**config.mk**
```make
export PLATFORM = sky130hd
export DESIGN_NAME = fma_dot_product_sequencer
export DESIGN_NICKNAME = d
export VERILOG_FILES = /design/src/rtl/fma_dot_product_sequencer.sv
export SDC_FILE = /design/constraint.sdc
export NUM_CORES = 1
export LEC_CHECK = 0
export CORE_UTILIZATION = 40
export CTS_BUF_LIST = sky130_fd_sc_hd__clkbuf_8
export DETAILED_ROUTE_END_ITERATION = 7
export DONT_BUFFER_PORTS = 1
export GPL_TIMING_DRIVEN = 0
export PLACE_DENSITY = 0.64
export SKIP_CTS_REPAIR_TIMING = 1
export SYNTH_ARGS = -nofsm -noshare
export SYNTH_HDL_FRONTEND = slang
export SYNTH_SLANG_ARGS = --single-unit
```
**constraint.sdc**
```tcl
create_clock -name clock -period 4 [get_ports clock]
set_input_delay 0.6 -clock clock [delete_from_list [all_inputs] [get_ports clock]]
set_output_delay 0.6 -clock clock [all_outputs]
set_load 0.02 [all_outputs]
```
**src/rtl/fma_dot_product_sequencer.sv**
```systemverilog
// fma_dot_product_sequencer
//
// Drives a slow fused multiply-add unit to evaluate
//   result = bias +/- sum(term_a[i] * term_b[i])
// over a stream of term_count operand pairs. Each term issues exactly one FMA
// operation, and the FMA result is fed back as the next c operand. The
// sequencer does no arithmetic of its own. Width, rounding and wrap behaviour
// all come from the FMA. The only arithmetic here is the remaining-term
// decrement.
//
// Ports
//   clock, reset          system clock, synchronous active-high reset
//   start                 begin an operation (sampled only while idle)
//   term_count            number of pairs, saturated to max_terms
//   bias                  initial accumulator value
//   negate_products       1: products are subtracted from the accumulator
//   term_valid/ready      operand pair stream handshake (term_a, term_b)
//   fma_input_valid/ready FMA request handshake (fma_a, fma_b, fma_c, fma_opcode)
//   fma_output_valid      FMA result flag, fma_r carries the result
//   busy                  high whenever an operation is in progress
//   result_valid/ready    final accumulator handshake (result)
module fma_dot_product_sequencer #(
    parameter int max_terms = 8,
    parameter int DATA_W    = 32,
    localparam int CNT_W    = $clog2(max_terms + 1)
) (
    input  logic                     clock,
    input  logic                     reset,
    input  logic                     start,
    input  logic [CNT_W-1:0]         term_count,
    input  logic signed [DATA_W-1:0] bias,
    input  logic                     negate_products,
    input  logic                     term_valid,
    output logic                     term_ready,
    input  logic signed [DATA_W-1:0] term_a,
    input  logic signed [DATA_W-1:0] term_b,
    output logic                     fma_input_valid,
    input  logic                     fma_input_ready,
    output logic signed [DATA_W-1:0] fma_a,
    output logic signed [DATA_W-1:0] fma_b,
    output logic signed [DATA_W-1:0] fma_c,
    output logic [1:0]               fma_opcode,
    input  logic                     fma_output_valid,
    input  logic signed [DATA_W-1:0] fma_r,
    output logic                     busy,
    output logic                     result_valid,
    input  logic                     result_ready,
    output logic signed [DATA_W-1:0] result
);

    localparam logic [1:0] OPC_POS_A_POS_C = 2'd0;
    localparam logic [1:0] OPC_NEG_A_POS_C = 2'd1;

    typedef enum logic [2:0] {
        S_IDLE,
        S_FETCH,
        S_ISSUE,
        S_WAIT,
        S_DONE
    } state_t;

    state_t                     state_q, state_d;
    logic signed [DATA_W-1:0]   acc_q, acc_d;
    logic [CNT_W-1:0]           rem_q, rem_d;
    logic                       neg_q, neg_d;
    logic                       first_wait_q, first_wait_d;
    logic signed [DATA_W-1:0]   fma_a_q, fma_a_d;
    logic signed [DATA_W-1:0]   fma_b_q, fma_b_d;
    logic signed [DATA_W-1:0]   fma_c_q, fma_c_d;
    logic [1:0]                 opc_q, opc_d;

    // Requests larger than the supported term count are clamped to max_terms.
    function automatic logic [CNT_W-1:0] sat_count(input logic [CNT_W-1:0] n);
        if (n > CNT_W'(max_terms))
            return CNT_W'(max_terms);
        return n;
    endfunction

    always_ff @(posedge clock) begin
        if (reset) begin
            state_q      <= S_IDLE;
            acc_q        <= '0;
            rem_q        <= '0;
            neg_q        <= 1'b0;
            first_wait_q <= 1'b0;
            fma_a_q      <= '0;
            fma_b_q      <= '0;
            fma_c_q      <= '0;
            opc_q        <= OPC_POS_A_POS_C;
        end else begin
            state_q      <= state_d;
            acc_q        <= acc_d;
            rem_q        <= rem_d;
            neg_q        <= neg_d;
            first_wait_q <= first_wait_d;
            fma_a_q      <= fma_a_d;
            fma_b_q      <= fma_b_d;
            fma_c_q      <= fma_c_d;
            opc_q        <= opc_d;
        end
    end

    always_comb begin
        state_d      = state_q;
        acc_d        = acc_q;
        rem_d        = rem_q;
        neg_d        = neg_q;
        first_wait_d = first_wait_q;
        fma_a_d      = fma_a_q;
        fma_b_d      = fma_b_q;
        fma_c_d      = fma_c_q;
        opc_d        = opc_q;

        unique case (state_q)
            S_IDLE: begin
                if (start) begin
                    acc_d   = bias;
                    rem_d   = sat_count(term_count);
                    neg_d   = negate_products;
                    state_d = (sat_count(term_count) == '0) ? S_DONE : S_FETCH;
                end
            end
            S_FETCH: begin
                if (term_valid) begin
                    fma_a_d = term_a;
                    fma_b_d = term_b;
                    fma_c_d = acc_q;
                    opc_d   = neg_q ? OPC_NEG_A_POS_C : OPC_POS_A_POS_C;
                    state_d = S_ISSUE;
                end
            end
            S_ISSUE: begin
                if (fma_input_ready) begin
                    first_wait_d = 1'b1;
                    state_d      = S_WAIT;
                end
            end
            S_WAIT: begin
                // The FMA's output flag can still be high from the previous
                // operation during the first cycle after acceptance, so it
                // is only trusted from the second WAIT cycle onward.
                first_wait_d = 1'b0;
                if (!first_wait_q && fma_output_valid) begin
                    acc_d   = fma_r;
                    rem_d   = rem_q - 1'b1;
                    state_d = (rem_q == CNT_W'(1)) ? S_DONE : S_FETCH;
                end
            end
            S_DONE: begin
                if (result_ready)
                    state_d = S_IDLE;
            end
            default: state_d = S_IDLE;
        endcase
    end

    assign term_ready      = (state_q == S_FETCH);
    assign fma_input_valid = (state_q == S_ISSUE);
    assign busy            = (state_q != S_IDLE);
    assign result_valid    = (state_q == S_DONE);
    assign result          = acc_q;
    assign fma_a           = fma_a_q;
    assign fma_b           = fma_b_q;
    assign fma_c           = fma_c_q;
    assign fma_opcode      = opc_q;

endmodule

```
* Word-level counts from Yosys, hierarchy flattened
Cells that the tools add are included.
** Operators by class
- $add $sub $neg :: 1
- Multipliers :: 0
- Div/mod/pow operators :: 0
- Order comparisons :: 1
- Eq/ne operators :: 10
- Shifts and indexed selects :: 0
- Muxes and demuxes :: 23
- Bitwise operators :: 0
- Reduce and logical (&&, ||, !) cells :: 12
** Operators with widths (number)
- $mux 32 :: 2
- $pmux 32 s2 :: 1
- $mux 3 :: 7
- $mux 4 :: 5
- $pmux 3 s5 :: 1
- $pmux 4 s2 :: 1
- $eq 3x2->1 const B :: 2
- $ne 2x2->1 const B :: 3
- $reduce_and 2->1 :: 3
- $mux 1 :: 5
- $reduce_and 5->1 :: 1
- $eq 4x1->1 const B :: 1
- $gt 4x4->1 const B :: 1
- $logic_not 4->1 :: 1
- $ne 2x1->1 const B :: 2
- $reduce_bool 2->1 :: 2
- $sub 4x1->4 const B :: 1
- $eq 3x1->1 const B :: 1
- $eq 3x3->1 const B :: 1
- $logic_not 3->1 :: 1
- $reduce_and 3->1 :: 1
- $reduce_bool 3->1 :: 1
- $pmux 1 s2 :: 1
- $logic_and 1x1->1 :: 1
- $logic_not 1->1 :: 1
** Storage, ports and cells
- Register bits :: 139
- Bits in latches :: 0
- RAM bits :: 0
- Bits in read-only memories :: 0
- Bits of input ports :: 140
- Output and inout bits :: 134
- Word-level logic and storage cells :: 56
- Memories :: 0

* Depth between registers and ports, before layout
- Depth after elaboration :: 11
- Depth in mapped cells :: 8
- Mapped depth without buffers :: 5

* Least setup slack after synthesis
OpenSTA, ideal clock, no wires.
- Path kind :: input to register
- From :: in start
- To :: reg acc_q[28] (netlist: result[28])
- Library setup time :: 88 ps
- Data arrival time :: 1690 ps
- Data required time :: 3912 ps
- Slack :: 2221 ps
- Stages on the path :: 5
- Buffers on the path :: 1
- Path through :: or3b_4 a21oi_4 buf_6 nor2_1 a311oi_2
** Between the ends
- Cells in the longest elaborated chain, start to end :: 2
** RTL lines
- from (decl) :: line 29 : input logic start,
- $ne 2x2->1 (no line)
- $reduce_and 3->1 (no line)
- to (signal assigned) :: line 82 : acc_q <= '0;
- to (signal assigned) :: line 92 : acc_q <= acc_d;
- to (decl) :: line 63 : logic signed [DATA_W-1:0] acc_q, acc_d;
Every way passes these cells.
A chain may end at the register's enable or synchronous reset.

* Final worst setup path
- From :: reg state_q[1]
- To :: out busy
** Between the ends
- Cells in the longest elaborated chain, start to end :: 1
** RTL lines
- from (decl) :: line 62 : state_t state_q, state_d;
- from (signal assigned) :: line 91 : state_q <= state_d;
- $reduce_bool 3->1 :: line 159 : assign busy = (state_q != S_IDLE);
- to (decl) :: line 45 : output logic busy,
Every way passes these cells.

==> results by group <==
Synth
  • Yosys reg bits: between 100 and 150
  • Asr flop ratio synth: 0%
  • Synthesized area per cell: 8.11 µm²
  • Synth top area share: about 50%
  • Ys flop type: dfxtp_1
  • Post-synthesis sequential area ratio: 49.8%
  • Synthesized Nets: 826
  • Synth Instances: 684
  • Dominant cell type by area after synthesis: dfxtp_1
  • Netlist cell types: a little over 40
  • Synth area leaders: dfxtp_1 50%, nand2_1 18%, a21oi_1 9.2%
  • Netlist Area Pre-Place: around 5500 µm²
  • Synth warnings: 0
  • Post-synth EDFFs: 0

Pwr
  • Worst IR Drop VDD: 0.000246 V
  • Design Power: 3.52 mW
  • Leak: approximately 2.2 nW
  • P per Cell Area: 572 nW/µm²

Global routing
  • Global-route wire length before repair: 24200 µm
  • Overflow after GRT: 0
  • GRT Total Usage: 21.9%
  • Vias in the first global route: ~4700
  • Largest net degree at the start of global routing: 17
  • Initial antenna violation count: 0

Timing
  • RSZ-0062 raised after global routing: no
  • Final hold vios: 0
  • Hold_ws: 0.282 ns
  • Setup TNS Final: 0 ns
  • Worst slew pin tran: 0.732 ns
  • Slew Limit Fails: 0
  • Final worst path period share: a little under three fifths
  • Slew margin rel.: 51.2%
  • Crit path time final: 2.27 ns
  • # setup viols final: 0
  • Worst Skew: around 0.016 ns
  • Fmax: around 440 MHz

Placement
  • GPL Wtd Cong: 0.806
  • Placed Area: 5770 µm²
  • Port bufs: 0
  • Dpl hpwl: 12200 µm

Die
  • # IOs: 274
  • FP Rows: 42
  • Die W: 120 µm
  • Core ar.: 13400 µm²
  • Initial Utilization: 41.4%
  • Die Y-Extent: 120 µm
  • DIE AREA: 14300 µm²

Critical path
  • Startpoint Class: flip-flop
  • Critical Path Slowest Stage Cell: nor3_1
  • CP max stage delay: 0.34 ns
  • Crit path capture: busy
  • CP Data Required Time: 3.40 ns
  • Buf/Inv on CP: 3
  • Worst reg2reg setup slack: 1.78 ns
  • Setup crit start: state_q[1]
  • Arrival time worst endpoint: 1.67 ns
  • Reg2reg end: fma_b[16]
  • Crit path cell chain: buf_2 > clkbuf_1 > nor3_1 > inv_1
  • Crit Path Max Fanout: 10
  • Worst reg2reg path depth: 7
  • Critical Path End Type: output pin
  • Setup Crit Path Kind: reg -> out
  • Worst r2r src: state_q[1]
  • Crit path max-delay family: buffers and inverters
  • Crit path depth: 4

Layout
  • Post-layout util: 45.9%
  • Leading cell type in the layout, fill and taps excluded: nand2_1
  • Layout Nets: ~850
  • Most frequent cells in the layout: 266 x nand2_1, 138 x dfxtp_1, 102 x a21oi_1, 38 x nor2_1, 32 x a311oi_2
  • Finished Cell Area: 6150 µm²
  • Syn-to-layout area delta: 11.0%
  • Layout cells sized above 1: 12.8%
  • N_diodes: 0

Hold path
  • Hold Path Stages: 2
  • Min-delay worst type: in -> reg

CTS
  • Max H-tree Level: 4
  • CTS tree: yes
  • Clk root buf: clkbuf_8
  • CTS Buffer Depth: 2
  • Clk sinks: 138
  • TritonCTS buffer count: 17
  • Worst-path clk slew: roughly 0.08 ns
  • Worst skew pair latency: 0.45 ns

Routing
  • Final ANT Viol Nets: 0
  • Via count: 4817
  • Avg Vias per Cell: 5.40
  • Routed length per instance: 17.6 µm
  • Drt drc: 0
  • Iteration-0 DRC Markers: 228
  • Post-Route WL: 15700 µm
  • Drt first pass iters: 5

Outcome
  • Outcome: finished, final reports clean

Run
  • Max_cap viols: 0
cells by family after synthesis:
group | count (synthesis) | share of synthesized area (%)
simple gates | 328 | 23.7
compound gates | 150 | 20.2
flops | 138 | 49.8
buf+inv | 64 | 5.57
fa+ha+maj | 2 | 0.451
mux | 1 | 0.181
other cells | 1 | 0.0676
area by class of cell:
type / count / area [µm²]
Buffer: 56 / 279
Clock buffer: 19 / 262
Clock inverter: 13 / 128
Fill cell: 1337 / 7250
Inverter: 8 / 30.0
Multi-Input combinational cell: 482 / 2470
Sequential cell: 138 / 2760
Tap cell: 176 / 220
power breakdown:
part | switching (mW) | internal [mW] | leakage (nW)
combinational | 0.382 | 0.222 | 0.832
sequential | 0.285 | 1.51 | 1.12
clock | 0.535 | 0.580 | 0.200
worst register-to-register path, stage by stage, from the launching register on:
cell and delay [ns]:
dfxtp_1 0.30, buf_2 0.17, nor3b_2 0.48, nand2_1 0.40
buf_2 0.32, clkbuf_1 0.24, nand2_1 0.12, a21oi_1 0.06
routing by layer:
layer  vias up  GRT usage (%)  wire [µm]
met5         -              0          0
met4         0           10.7        459
met3        39           9.36       1650
met2       238           36.2       7460
met1      2228           23.9       6140
li1       2312              -          -
Yosys cell counts (2+ instances only):
library cell    n
a211oi_2        2
a21oi_1       102
a311oi_2       32
a31oi_1         2
and3_1          2
buf_1           2
buf_2          16
buf_4           5
buf_6           4
clkbuf_1       29
dfxtp_1       138
ha_1            2
inv_1           8
nand2_1       266
nor2_1         38
nor3_1          5
nor3b_1         2
nor4b_1         3
o21ai_0         4
worst min path at each step:
stage | startpoint | to | slack (ns)
floorplan | neg_q | fma_opcode[0] | 0.43
global placement | neg_q | fma_opcode[0] | 0.44
detailed placement | neg_q | fma_opcode[0] | 0.45
CTS | term_b[0] | fma_b[0] | 0.25
global route | term_b[13] | fma_b[13] | 0.25
finish | term_b[13] | fma_b[13] | 0.28
registers in the layout, summed over array words and instances (netlist names):
name / cells
fma_a: 32
fma_b: 32
fma_c: 32
result: 32
rem_q: 4
state_q: 3
first_wait_q: 1
fma_opcode: 1
neg_q: 1
through the flow:
step / setup slack, ns / std cells
finish: 1.73 / 892
global route: 1.58 / 892
CTS: 1.69 / 892
detailed placement: 1.74 / 860
global placement: 1.81 / 860
floorplan: 2.22 / 684
(Power assumes the default switching activity.)
